## src/rtl/dmem_ctrl.sv

```systemverilog
// dmem_ctrl: serialises RV32I loads/stores into little-endian byte accesses on a byte-wide SRAM.
// Optional misaligned-access trap enabled by defining DMEM_CTRL_MISALIGN_TRAP_EN.

`ifndef MEMORY_MODE_WIDTH
`define MEMORY_MODE_WIDTH 2
`endif
`ifndef BYTE_MEMORY_MODE
`define BYTE_MEMORY_MODE 2'b00
`endif
`ifndef HALFWORD_MEMORY_MODE
`define HALFWORD_MEMORY_MODE 2'b01
`endif
`ifndef WORD_MEMORY_MODE
`define WORD_MEMORY_MODE 2'b10
`endif

module dmem_ctrl #(
    parameter int unsigned MEM_ADDR_WIDTH = 16
) (
    input  logic                          clk,
    input  logic                          rst,
    input  logic                          D_MEM_read,
    input  logic                          D_MEM_write,
    input  logic [`MEMORY_MODE_WIDTH-1:0] D_MEM_mode,
    input  logic                          load_unsigned,
    input  logic [31:0]                   addr,
    input  logic [31:0]                   wdata,
    output logic [31:0]                   rdata,
    output logic                          stall,
    output logic                          done,
    output logic                          misaligned,
    output logic [MEM_ADDR_WIDTH-1:0]     mem_addr,
    output logic [7:0]                    mem_wdata,
    output logic                          mem_we,
    output logic                          mem_re,
    input  logic [7:0]                    mem_rdata
);

    typedef enum logic [1:0] {StIdle, StAccess, StWait, StDone} state_e;

    state_e                        r_state, w_next_state;
    logic [MEM_ADDR_WIDTH-1:0]     r_addr;
    logic [31:0]                   r_wdata;
    logic [31:0]                   r_buf;
    logic [`MEMORY_MODE_WIDTH-1:0] r_mode;
    logic                          r_write;
    logic                          r_uns;
    logic                          r_mis;
    logic [2:0]                    r_k;

    logic       w_req;
    logic       w_req_mis;
    logic       w_last;
    logic [2:0] w_nbytes;
    logic [1:0] w_cap_idx;
    logic       w_unused_addr;

    assign w_req         = D_MEM_read | D_MEM_write;
    assign w_unused_addr = ^addr[31:MEM_ADDR_WIDTH];

`ifdef DMEM_CTRL_MISALIGN_TRAP_EN
    always_comb begin
        w_req_mis = 1'b0;
        if (D_MEM_mode == `HALFWORD_MEMORY_MODE) begin
            w_req_mis = addr[0];
        end else if (D_MEM_mode == `WORD_MEMORY_MODE) begin
            w_req_mis = |addr[1:0];
        end
    end
`else
    assign w_req_mis = 1'b0;
`endif

    always_comb begin
        case (r_mode)
            `BYTE_MEMORY_MODE:     w_nbytes = 3'd1;
            `HALFWORD_MEMORY_MODE: w_nbytes = 3'd2;
            default:               w_nbytes = 3'd4;
        endcase
    end

    assign w_last    = (r_k == w_nbytes - 3'd1);
    // Read byte k lands one cycle after its issue, by which time r_k has moved on to k+1.
    assign w_cap_idx = r_k[1:0] - 2'd1;

    always_comb begin
        w_next_state = r_state;
        case (r_state)
            StIdle: begin
                if (w_req) begin
                    w_next_state = w_req_mis ? StDone : StAccess;
                end
            end
            StAccess: begin
                if (w_last) begin
                    w_next_state = r_write ? StDone : StWait;
                end
            end
            StWait:  w_next_state = StDone;
            default: w_next_state = StIdle;
        endcase
    end

    always_ff @(posedge clk) begin
        if (rst) begin
            r_state <= StIdle;
            r_addr  <= '0;
            r_wdata <= '0;
            r_buf   <= '0;
            r_mode  <= '0;
            r_write <= 1'b0;
            r_uns   <= 1'b0;
            r_mis   <= 1'b0;
            r_k     <= '0;
        end else begin
            r_state <= w_next_state;
            case (r_state)
                StIdle: begin
                    if (w_req) begin
                        r_addr  <= addr[MEM_ADDR_WIDTH-1:0];
                        r_wdata <= wdata;
                        r_mode  <= D_MEM_mode;
                        r_write <= D_MEM_write;
                        r_uns   <= load_unsigned;
                        r_mis   <= w_req_mis;
                        r_k     <= '0;
                        r_buf   <= '0;
                    end
                end
                StAccess: begin
                    r_k <= r_k + 3'd1;
                    if (!r_write && r_k != 3'd0) begin
                        r_buf[{w_cap_idx, 3'b000} +: 8] <= mem_rdata;
                    end
                end
                StWait: r_buf[{w_cap_idx, 3'b000} +: 8] <= mem_rdata;
                default: ;
            endcase
        end
    end

    assign stall = ((r_state == StIdle) && w_req) || (r_state == StAccess) || (r_state == StWait);
    assign done  = (r_state == StDone);

    // Strobes are masked by reset so a byte whose edge coincides with reset is never written.
    assign mem_we    = (r_state == StAccess) && r_write && !rst;
    assign mem_re    = (r_state == StAccess) && !r_write && !rst;
    assign mem_addr  = (r_state == StAccess) ? r_addr + MEM_ADDR_WIDTH'(r_k) : '0;
    assign mem_wdata = ((r_state == StAccess) && r_write) ? r_wdata[{r_k[1:0], 3'b000} +: 8] : 8'h00;

    always_comb begin
        rdata = 32'h0;
        if ((r_state == StDone) && !r_write && !r_mis) begin
            case (r_mode)
                `BYTE_MEMORY_MODE:
                    rdata = r_uns ? {24'h0, r_buf[7:0]} : {{24{r_buf[7]}}, r_buf[7:0]};
                `HALFWORD_MEMORY_MODE:
                    rdata = r_uns ? {16'h0, r_buf[15:0]} : {{16{r_buf[15]}}, r_buf[15:0]};
                default:
                    rdata = r_buf;
            endcase
        end
    end

`ifdef DMEM_CTRL_MISALIGN_TRAP_EN
    assign misaligned = (r_state == StDone) && r_mis;
`else
    assign misaligned = 1'b0;
`endif

endmodule

```

## config.mk

```make
export PLATFORM = sky130hd
export DESIGN_NAME = dmem_ctrl
export DESIGN_NICKNAME = d
export VERILOG_FILES = /design/src/rtl/dmem_ctrl.sv
export SDC_FILE = /design/constraint.sdc
export NUM_CORES = 1
export LEC_CHECK = 0
export ABC_AREA = 1
export CORE_UTILIZATION = 40
export CTS_BUF_LIST = sky130_fd_sc_hd__clkbuf_4
export DETAILED_ROUTE_END_ITERATION = 7
export DONT_BUFFER_PORTS = 1
export PLACE_DENSITY_LB_ADDON = 0.12
export SYNTH_ARGS = -nofsm -noshare
export SYNTH_HDL_FRONTEND = slang
export SYNTH_SLANG_ARGS = --single-unit
```

## constraint.sdc

```tcl
create_clock -name clk -period 2.4 [get_ports clk]
set_clock_uncertainty 0.15 [all_clocks]
set_input_delay 0.36 -clock clk [delete_from_list [all_inputs] [get_ports clk]]
set_output_delay 0.36 -clock clk [all_outputs]
set_load 0.02 [all_outputs]
```

==> results of run 1 <==
cell usage in the layout (no fill, tap or decap), types with 5 or more instances in the layout:
cell type        n
nand3_1         37
buf_4           71
a21oi_1         66
nand4_1         16
dlygate4sd3_1   55
dfxtp_1         84
nor2_1         170
o21ai_1          9
nor3_4           5
o21ai_0         67
nor2_4          11
clkinv_1         5
nand2_2          9
clkbuf_4         9
ha_1            10
nand2_1        107
inv_1           79
a21oi_2          6
path summary, 6_finish.rpt:
check                             startpoint          end  slack (ps)  cells past startpoint
worst max-delay path               r_addr[0]  mem_addr[8]        -270                     11
worst min-delay path            mem_rdata[1]     r_buf[9]          30                      4
worst max register to register        r_k[0]     r_buf[2]          90                      9
worst min register to register      r_buf[8]     r_buf[8]         320                      2
area by class of cell:
cell class	count	area (sq um)	area share, %
sequential	89	1790	28.20
clock inverter	7	85.08	1.340
tap	143	178.9	2.818
clock buffer	9	67.56	1.064
timing repair buffer	129	1131	17.81
multi-input combinational	539	2756	43.41
inverter	88	340.3	5.360
power by group:
group	total [uW]	switching, uW	internal [uW]
Clock	929	517	412
Combinational	3420	2290	1140
Sequential	2180	266	1920
Total	6530	3070	3470
sequential cells by signal, indices dropped and copies added (netlist names):
signal and cells:
r_buf 32, r_wdata 32, r_addr 16, r_k 3, r_mode 2, r_state 2, r_uns 1, r_write 1
stage by stage:
step,utilization (%),area (sq um)
floorplan,-,4921
global placement,45.86,5349
detailed placement,45.86,5349
CTS,53.64,6256
global route,54.45,6350
finish,54.45,6350
metal layers:
metal / GRT usage, % / up-vias / wire [um]
li1: - / 2607 / -
met1: 28.85 / 2283 / 6324
met2: 37.47 / 128 / 6633
met3: 4.752 / 26 / 720
met4: 9.244 / 0 / 351
met5: 0 / - / 0
logic make-up (layout without fill, tap and decap cells):
family                   count (synthesis)  after routing
AND/OR/NAND/NOR                        367            368
other                                    1              1
adder cells (fa/ha/maj)                 15             15
flip-flops                              89             89
buffers and inverters                  130            233
AO/OA/AOI/OAI                          154            155
worst max-delay path, cell delays in order (launching register included):
cell and delay [ps]:
dfxtp_2 360, ha_2 170, inv_2 40, fa_2 330, inv_2 70, nand2_2 60
nand2_4 100, nand2_1 100, nor2_4 110, nor2_1 50, a211oi_2 150, buf_4 170
timing repair:
action | 4_1_cts | 5_1_grt
endpoints found under the setup margin | 39 | 79
setup buffers | 5 | 7
hold buffers | 56 | 0
gates cloned | 1 | 1
resized for setup | 50 | 12
pin swaps | 8 | 6
hold endpoints to repair | 72 | 0
==> results.txt, run 1 <==
Rel. slew slack: 54.13%
Setup_tns: -2955 ps
Xor-xnor portion of the synthesized cell area: 0%
PD cells: 1029 mW/mm^2
VDD IR-drop max: 0.4534 mV
Cell taking the most area after synthesis: dfxtp_1
Top post-synthesis cells by area: dfxtp_1, nor2_1, nand2_1, o21ai_0, a21oi_1
Dpl cells: 921
Synthesized-area fraction occupied by adder cells: 4.006%
GRT Util Overall: 22.68%
Maximum number of pins on one net before global-route repair: 52
Final Instance Count excl. Fillers: 1004
Number of diodes: 0
CTS Buffer Depth: 2
Critical path capture point type: output pin
Post-synth top area share: 36.57%
Syn nets: 850
Critical path fanouts, max: 3
Wire length per cell: 13.97 um
Routability cong.: 0.8316
GR Overflow Total: 0
Hold crit path type: input port to flip-flop
Root buf cell: clkbuf_4
Worst Tran Pin Value: 688.1 ps
Mapped Area: 0.004872 sq mm
IO Count: 140
Post-layout minimum cycle time: 2670 ps
Mean area per synthesized cell: 6.445 sq um
Share of post-route cells with drive strength above 1: 16.84%
Synth unique cells: 33
Synth Warn #: 0
CTS Buf Count: 9
Fin. max-slew vios: 0
Drt via density: 5.024
Port bufs: 0
Seq cells post-synth: 89
Vias in the first global route: 4890
DRC errors left: 0
Status: complete, but fails checks
Final worst slack: -270.2 ps
Die Ht: 112.4 um
Critical path data arrival time: 2160 ps
Failing checks: setup timing
Minimum hold slack: 31.79 ps
Vias after detailed routing: 5044
CTS tree: built
Initial Utilization: 41.78%
Post-synth EDFFs: 0
Largest family of logic cells by synthesized area: simple AND/OR/NAND/NOR gates
Compound-gate portion of the synthesized area: 16.05%
Initial antenna violation count: 0
Synth Area in Simple Gates: 31.77%
Mux contribution to synthesized area: 0%
Most frequent cells after synthesis: nor2_1, nand2_1, dfxtp_1
Pre-CTS setup slack: 22.61 ps
Ys flop type: dfxtp_1
Top-count cell post-synth: nor2_1
DRT iter0 DRCs: 229
F_max: 0.3745 GHz
FILL cells: 1179
DP Wirelength: 9578 um
Final hold viol count: 0
Die W: 112.4 um
Post-synthesis async set-or-reset flop share: 0%
First-pass GRT wire length: 23030 um
Seq/Total Area, Yosys: 36.57%
Rows: 39
Unrepaired setup endpoints after global routing: yes
WL final: 14030 um
Core ar.: 0.01166 sq mm
Crit share post-route: 111.3%
# H-tree levels: 3
Clock sink total: 89
Area delta synth->final: 30.33%
Required time of the critical path: 1890 ps
Worst-Skew Late Latency: 460 ps
Max-cap violations: 0
Final setup fails: 22
Clock transition at path regs: 130 ps
Cells after synthesis: 756
Crit start category: flip-flop
Antenna Violating Nets Remaining: 0
Total power: 6535 uW
Die area: 0.01263 sq mm
Nets: 950
Setup CP Type: flip-flop to output pin
Leakage power: 0.002790 uW
DRT Pass-1 Iters: 5
Note: power is estimated with default switching activity, not from simulation.
==> inputs of run 2 (changes only) <==
--- a/config.mk
+++ b/config.mk
@@ -6,11 +6,12 @@
 export NUM_CORES = 1
 export LEC_CHECK = 0
 export ABC_AREA = 1
+export CORE_ASPECT_RATIO = 1.75
 export CORE_UTILIZATION = 40
 export CTS_BUF_LIST = sky130_fd_sc_hd__clkbuf_4
 export DETAILED_ROUTE_END_ITERATION = 7
 export DONT_BUFFER_PORTS = 1
-export PLACE_DENSITY_LB_ADDON = 0.12
+export PLACE_DENSITY = 0.67
 export SYNTH_ARGS = -nofsm -noshare
 export SYNTH_HDL_FRONTEND = slang
 export SYNTH_SLANG_ARGS = --single-unit
==> results.txt, run 2 (synthesis results as in run 1) <==
Status: complete, but fails checks
Failing checks: setup timing
Clock sink total: 89 (unchanged)
Unrepaired setup endpoints after global routing: yes
DRC errors left: 0 (unchanged)
DP Area: 0.005349 sq mm (unchanged)
Nets: 952 (+0.21%)
IO Count: 140 (unchanged)
Die area: 0.01264 sq mm (+0.14%)
WL final: 14430 um (+2.8%)
Core ar.: 0.01194 sq mm (+2.3%)
Required time of the critical path: 1890 ps (about the same)
Initial Utilization: 40.82% (-0.96 points)
Clock transition at path regs: 140 ps (about the same)
CTS Buf Count: 9 (unchanged)
Area delta synth->final: 32.69%
Critical path capture point type: output pin
Final Instance Count excl. Fillers: 1001 (-0.30%)
Hold crit path type: input port to flip-flop
Worst-Skew Late Latency: 450 ps (about the same)
Maximum number of pins on one net before global-route repair: 74 (+42%)
Die W: 85.43 um (-24%)
PD cells: 1043 mW/mm^2 (+1.4%)
Fin. max-slew vios: 0 (unchanged)
# H-tree levels: 3 (unchanged)
CTS tree: built
Regs by FF count: r_buf x32, r_wdata x32, r_addr x16
Routability cong.: 0.8849 (+6.4%)
DRT iter0 DRCs: 171 (-25%)
Final setup fails: 22 (unchanged)
GR Overflow Total: 0 (unchanged)
Final hold viol count: 0 (unchanged)
Setup_tns: -3822 ps (-867.5 ps)
Initial antenna violation count: 1 (+1)
Setup CP Type: flip-flop to output pin
Final worst slack: -310.0 ps (-39.76 ps)
GRT Util Overall: 22.51% (-0.16 points)
F_max: 0.3690 GHz (-1.5%)
Vias in the first global route: 4836 (-1.1%)
Critical path data arrival time: 2200 ps (+40 ps)
Rows: 53 (+36%)
Drt via density: 5.100 (+1.5%)
Dpl cells: 916 (-0.54%)
Final Core Density: 54.16% (-0.29 points)
Vias after detailed routing: 5105 (+1.2%)
Most frequent cells in the layout: nor2_1, nand2_1, dfxtp_1, inv_1, buf_4
Crit start category: flip-flop
Most common cell after layout, fill and taps aside: nor2_1
Port bufs: 0 (unchanged)
DP Wirelength: 9623 um (+0.47%)
Die Ht: 148 um (+32%)
CTS Buffer Depth: 2 (unchanged)
Antenna Violating Nets Remaining: 0 (unchanged)
DRT Pass-1 Iters: 4 (-1)
Worst Tran Pin Value: 662.0 ps (-26.11 ps)
Wire length per cell: 14.41 um (+3.1%)
Leakage power: 0.002836 uW (+1.6%)
Root buf cell: clkbuf_4
Post-route cell area: 0.006465 sq mm (+1.8%)
First-pass GRT wire length: 22260 um (-3.3%)
VDD IR-drop max: 0.5819 mV (+28%)
Crit share post-route: 112.9% (+1.7 points)
Critical path fanouts, max: 3 (unchanged)
Rel. slew slack: 55.87% (+1.7 points)
Minimum hold slack: 46.66 ps (+14.88 ps)
Max-cap violations: 0 (unchanged)
Post-layout minimum cycle time: 2710 ps (+39.76 ps)
Share of post-route cells with drive strength above 1: 19.24% (+2.4 points)
## run 2: cell types whose count changed in the layout (fill, tap and decap cells not counted), sizes merged
cell,previous run,this run
diode,0,1
clkinvlp,1,0
clkbuf,9,11
dlymetal6s4s,1,0
dlygate4sd3,55,56
bufinv,2,3
clkinv,8,5
inv,84,85
buf,73,75
## run 2: critical path, stage by stage, from the launching register on
cell and delay, ps:
dfxtp_2 380, ha_4 130, inv_2 40, fa_2 340
inv_2 70, nand2_2 60, nand2_4 90, inv_4 60
nor2_4 80, nand3b_1 140, and2_4 180, nor2_4 170
## run 2: final timing paths
path / cells past startpoint / slack (ps) / to / start
worst min register to register: 2 / 320 / r_buf[11] / r_buf[11]
worst min-delay path: 4 / 50 / r_buf[6] / mem_rdata[6]
worst max register to register: 12 / 50 / r_buf[30] / r_k[0]
worst max-delay path: 11 / -310 / mem_addr[10] / r_k[0]
## run 2: what timing repair did
action,4_1_cts,5_1_grt
hold buffers,56,0
endpoints found under the hold margin,72,0
endpoints found under the setup margin,61,61
gates cloned,1,1
gates resized for setup,40,42
pin swaps,7,19
setup buffers,4,7
## run 2: metrics by stage
stage                     total power (uW)  setup WS, ps
after floorplan                       4702         30.34
after global placement                5337         44.81
after detailed placement              5390        -12.64
after CTS                             6645        -323.8
after global routing                  7380        -438.4
final                                 6746        -310.0
## run 2: final cells by class
| cell class | count | area, sq um |
|---|---|---|
| diodes | 1 | 2.502 |
| clock buffers | 11 | 82.58 |
| clock inverters | 5 | 103.9 |
| fillers | 1178 | 5472 |
| inverters | 88 | 339.1 |
| multi-input cells | 539 | 2836 |
| flip-flops and latches | 89 | 1794 |
| well taps | 137 | 171.4 |
| repair buffers | 131 | 1135 |
## run 2: power breakdown
part           internal (uW)  switching [uW]
sequential              1920             294
clock                    552             509
combinational           1150            2320
## run 2: metal layers
metal  wire length [um]  share of wire (%)  GRT usage, %  vias to the layer above
met3                655                4.5         4.355                       35
li1                   -                  -             -                     2613
met2               7961                 55         42.60                      151
met1               5295                 37         22.92                     2306
met4                515                3.6         11.33                        0
met5                  0                  0             0                        -
==> inputs of run 3 (changes only) <==
--- a/config.mk
+++ b/config.mk
@@ -12,6 +12,7 @@
 export DETAILED_ROUTE_END_ITERATION = 7
 export DONT_BUFFER_PORTS = 1
 export PLACE_DENSITY = 0.67
+export SKIP_CTS_REPAIR_TIMING = 1
 export SYNTH_ARGS = -nofsm -noshare
 export SYNTH_HDL_FRONTEND = slang
 export SYNTH_SLANG_ARGS = --single-unit
==> results.txt, run 3 (synthesis results as in run 1) <==
F_max: 0.3713 GHz (+0.62%)
Fin. max-slew vios: 0 (unchanged)
Clock sink total: 89 (unchanged)
Final setup fails: 19 (-14%)
Vias in the first global route: 4389 (-9.2%)
CP Launch Point: r_addr[0]
WL final: 14270 um (-1.1%)
Unrepaired setup endpoints after global routing: yes
Status: complete, but fails checks
GRT Util Overall: 21.11% (-1.4 points)
Initial Utilization: 40.82% (unchanged)
Initial antenna violation count: 2 (+1)
GR Overflow Total: 0 (unchanged)
Total power: 6731 uW (-0.22%)
Die Ht: 148 um (unchanged)
PD cells: 1050 mW/mm^2 (+0.67%)
DP Wirelength: 9623 um (unchanged)
Clock transition at path regs: 130 ps (about the same)
Largest stage delay, worst path: 360 ps (-20 ps)
Die W: 85.43 um (unchanged)
Critical path capture point type: output pin
CTS Buffer Depth: 2 (unchanged)
Failing checks: hold timing, setup timing
Worst reg2reg path startpoint: r_k[0]
Rel. slew slack: 55.27% (-0.59 points)
Crit start category: flip-flop
Max-cap violations: 0 (unchanged)
DP Area: 0.005349 sq mm (unchanged)
Final hold viol count: 1 (+1)
Setup CP Type: flip-flop to output pin
CTS tree: built
R2R setup slack: 0 ps (-50 ps)
Top delay family on crit path: simple AND/OR/NAND/NOR gates
Routability cong.: 0.8849 (unchanged)
Hold crit path type: input port to flip-flop
Port bufs: 0 (unchanged)
Worst Tran Pin Value: 668.7 ps (+6.657 ps)
Critical path fanouts, max: 3 (unchanged)
WP buf/inv: 3 (unchanged)
Most frequent cells in the layout: nor2_1, nand2_1, dfxtp_1, inv_1, o21ai_0
Required time of the critical path: 1890 ps (about the same)
Leakage power: 0.002779 uW (-2.0%)
Nets: 945 (-0.74%)
DRT iter0 DRCs: 179 (+4.7%)
Share of post-route cells with drive strength above 1: 19.28% (+0.040 points)
Worst-path cell with the longest stage delay: dfxtp_2
Drt via density: 5.075 (-0.48%)
Setup_tns: -3704 ps (+118.3 ps)
First-pass GRT wire length: 20760 um (-6.7%)
Core ar.: 0.01194 sq mm (unchanged)
Post-layout minimum cycle time: 2693 ps (-16.57 ps)
Final worst slack: -293.4 ps (+16.57 ps)
Crit path cell chain: ha_2 -> inv_2 -> fa_2 -> inv_2 -> nand2_2 -> nand2_4 -> inv_6 -> nor3_4 -> nand2_1 -> nand2_1 -> nand2_2 -> nor2_4
Most common cell after layout, fill and taps aside: nor2_1
Wire length per cell: 14.34 um (-0.49%)
FILL cells: 1209 (+2.6%)
VDD IR-drop max: 0.5891 mV (+1.2%)
Worst-Skew Late Latency: 440 ps (about the same)
Post-route cell area: 0.006407 sq mm (-0.89%)
Crit share post-route: 112.2% (-0.69 points)
Area delta synth->final: 31.51%
DRT Pass-1 Iters: 5 (+1)
CTS Buf Count: 9 (unchanged)
DRC errors left: 0 (unchanged)
Hold Path Origin: addr[3]
Critical path data arrival time: 2180 ps (-20 ps)
Maximum number of pins on one net before global-route repair: 74 (unchanged)
Regs by FF count: r_buf x32, r_wdata x32, r_addr x16
Root buf cell: clkbuf_4
Die area: 0.01264 sq mm (unchanged)
Vias after detailed routing: 5050 (-1.1%)
IO Count: 140 (unchanged)
Rows: 53 (unchanged)
Antenna Violating Nets Remaining: 0 (unchanged)
Minimum hold slack: -8.973 ps (-55.64 ps)
# H-tree levels: 3 (unchanged)
## run 3: cell types whose count changed in the layout (fill, tap and decap cells not counted), moves of 3 or more
cell / change
buf_4: -5
dfxtp_1: -3
dfxtp_2: +3
nand2_2: +3
o21ai_0: +3
o21ai_1: -5
## run 3: worst reg2reg max path, delay by kind of cell, from the launching register on
family / cells / cell delay [ps]
adders and majority gates: 1 / 250
buffers and inverters: 4 / 870
and+or+nand+nor: 7 / 730
DFF: 1 / 350
## run 3: metrics by stage
stage	worst slack, ps	util (%)	cells
floorplan	30.34	-	756
detailed placement	-12.64	44.81	916
finish	-293.4	53.68	995
global route	-454.0	53.68	995
global placement	44.81	44.81	916
CTS	-470.3	46.37	932
## run 3: worst paths after layout
kind	cells past startpoint	end
worst max-delay path	12	mem_addr[14]
worst min-delay path	2	r_addr[3]
worst max register to register	12	r_buf[31]
worst min register to register	2	r_buf[11]
## run 3: power by group
| group | total, uW | internal (uW) | switching, uW |
|---|---|---|---|
| logic | 3470 | 1150 | 2320 |
| registers | 2210 | 1920 | 289 |
| clock network | 1050 | 552 | 502 |
| total | 6730 | 3620 | 3110 |
## run 3: metal layers
layer	wire (um)	GRT usage, %	up-vias
met5	0	0	-
met4	466	9.000	0
met3	608	4.355	29
met2	7963	39.32	140
met1	5231	22.56	2283
li1	-	-	2598
## run 3: cell type report
type	count	area, sq um	area share (%)
antenna	2	5.005	0.07811
clock buffer	11	82.58	1.289
clock inverter	5	103.9	1.621
inverter	88	344.1	5.370
multi-input combinational	538	2815	43.94
sequential	89	1798	28.06
tap	137	171.4	2.675
timing repair buffer	125	1087	16.97
==> RTL change: new RTL, flow settings as in run 3 <==
Encoding of `state_e`: now one-hot (4 bits for 4 states).
--- a/src/rtl/dmem_ctrl.sv
+++ b/src/rtl/dmem_ctrl.sv
@@ -36,7 +36,7 @@
     input  logic [7:0]                    mem_rdata
 );
 
-    typedef enum logic [1:0] {StIdle, StAccess, StWait, StDone} state_e;
+    typedef enum logic [3:0] {StIdle = 4'b0001, StAccess = 4'b0010, StWait = 4'b0100, StDone = 4'b1000} state_e;
 
     state_e                        r_state, w_next_state;
     logic [MEM_ADDR_WIDTH-1:0]     r_addr;
Function: no difference found for any inputs over 10 cycles, from zero or initial values and one cycle with rst high; not proved beyond that.
==> RTL change against run 3 <==
  * The flow still finishes with violations (hold timing, setup timing)
  * Worst setup slack lost 0.14 ns
  * Final area up 6.7%
  * Sequential share of layout area decreased by 1.1 points
  * Sequential cell count up 2
  * Routed wire length is 5.0% higher
  * Count of clock-buffer cells in the layout is 1 lower
  * Synthesized area increased by 0.95%
  * Critical endpoint is now mem_addr[12]
  * Largest cell class unchanged
Power is not compared: it rests on default switching activity, and its combinational part moved more than twofold at a synthesized area within 25%.
==> RTL change: results <==
{
  "cp.arrival_ns": 2.32,
  "finalNetCount": 972,
  "yosys.area_share.adder_pct": 2.70,
  "holdWs_ns": -0.0453,
  "synthDistinctLibCells": 32,
  "grt_antenna_before_repair": 1,
  "yosys-top-cells-area": "dfxtp_1 37%, nand2_1 13%, a21oi_1 13%",
  "drive_gt1_share_pct": 23.4,
  "firstDrtPassIters": 7,
  "setup_tns_ns": -2.12,
  "seq_area_frac_synth_pct": 37.0,
  "finalHoldViolations": 2,
  "fill_cells": 1133,
  "status": "finished, violations left",
  "root_buffer": "clkbuf_4",
  "gp_congestion": 0.902,
  "hold_class": "in2reg",
  "syn-num-nets": 855,
  "violations": "hold timing, setup timing",
  "finalSetupViolCount": 10,
  "clock_latency_ns": 0.46,
  "drt-initial-drc-count": 207,
  "synth_xor_area_share_pct": 0.178,
  "drt-total-wl_um": 15000,
  "synth_compound_area_share_pct": 18.1,
  "route.vias.total": 5212,
  "maxSlewHeadroom_pct": 49.1,
  "critPathMaxStageDelay_ns": 0.39,
  "place_hpwl_um": 9920,
  "grt_util_all_layers_pct": 21.3,
  "grt_pass1_wl_um": 20900,
  "path_clk_slew_ns": 0.15,
  "grt_pass1_vias": 4484,
  "holdCritStartpoint": "wdata[23]",
  "netlist_top_cells_count": "167 x nand2_1, 123 x a21oi_1, 106 x inv_1",
  "timing.final.ws_setup_ns": -0.432
}
## RTL change: changes by cell type after synthesis, moves of 4 or more
cell,run 3,this run
o21ai_0,77,51
nand4_1,16,5
ha_1,14,9
a21oi_1,73,123
nand2_1,114,167
nor2_1,176,78
nand2_4,0,4
buf_6,7,3
nand3_1,38,55
inv_1,83,106
nor2_2,1,5
## RTL change: stage by stage
step / area (µm²) / cells / power (mW) / setup WS, ns
after detailed placement: 5530 / 966 / 3.09 / -0.0661
final: 6840 / 1054 / 4.29 / -0.432
after global placement: 5530 / 966 / 3.07 / -0.0186
after global routing: 6840 / 1054 / 4.58 / -0.551
after floorplan: 4960 / 766 / 2.84 / 0.0138
after CTS: 5700 / 982 / 4.07 / -0.604
## RTL change: power groups by stage
stage	sequential [mW]	combinational [mW]	clock (mW)
6_report	1.87	1.42	0.993
5_1_grt	1.90	1.61	1.07
4_1_cts	1.85	1.21	1.01
3_5_place_dp	1.89	1.20	0
3_3_place_gp	1.88	1.19	0
2_1_floorplan	1.86	0.981	0
## RTL change: path summary, 6_finish.rpt
kind                   to  slack, ns  cells past startpoint
max          mem_addr[12]      -0.43                     10
max reg2reg     r_buf[31]       0.26                     13
min reg2reg   r_wdata[18]       0.32                      2
min           r_wdata[23]      -0.05                      2
## RTL change: final cells by class
type | count | area share (%)
Multi-Input combinational cell | 522 | 40.7
Sequential cell | 91 | 27.0
Timing Repair Buffer | 147 | 20.6
Inverter | 112 | 6.19
Antenna cell | 1 | 0.0366
Clock buffer | 10 | 1.10
Clock inverter | 6 | 1.30
Tap cell | 165 | 3.02
## RTL change: metal layers
metal  up-vias  wire length (µm)  GRT usage, %
met2       167              8500          41.3
met5         -                 0             0
met4         0               588          10.0
met1      2336              5160          20.7
met3        44               738          4.77
li1       2665                 -             -
## RTL change: logic make-up after synthesis
kind of cell,Yosys count
compound gates,177
xor+xnor,1
fa+ha+maj,10
buf+inv,153
flops,91
other cells,1
simple gates,333
## RTL change: critical path: cells and delay by family (launching register included)
kind | cells | cell delay (ns)
flip-flops | 1 | 0.39
AO/OA/AOI/OAI | 1 | 0.21
buffers and inverters | 2 | 0.12
adder cells (fa/ha/maj) | 2 | 0.47
AND/OR/NAND/NOR | 5 | 0.67
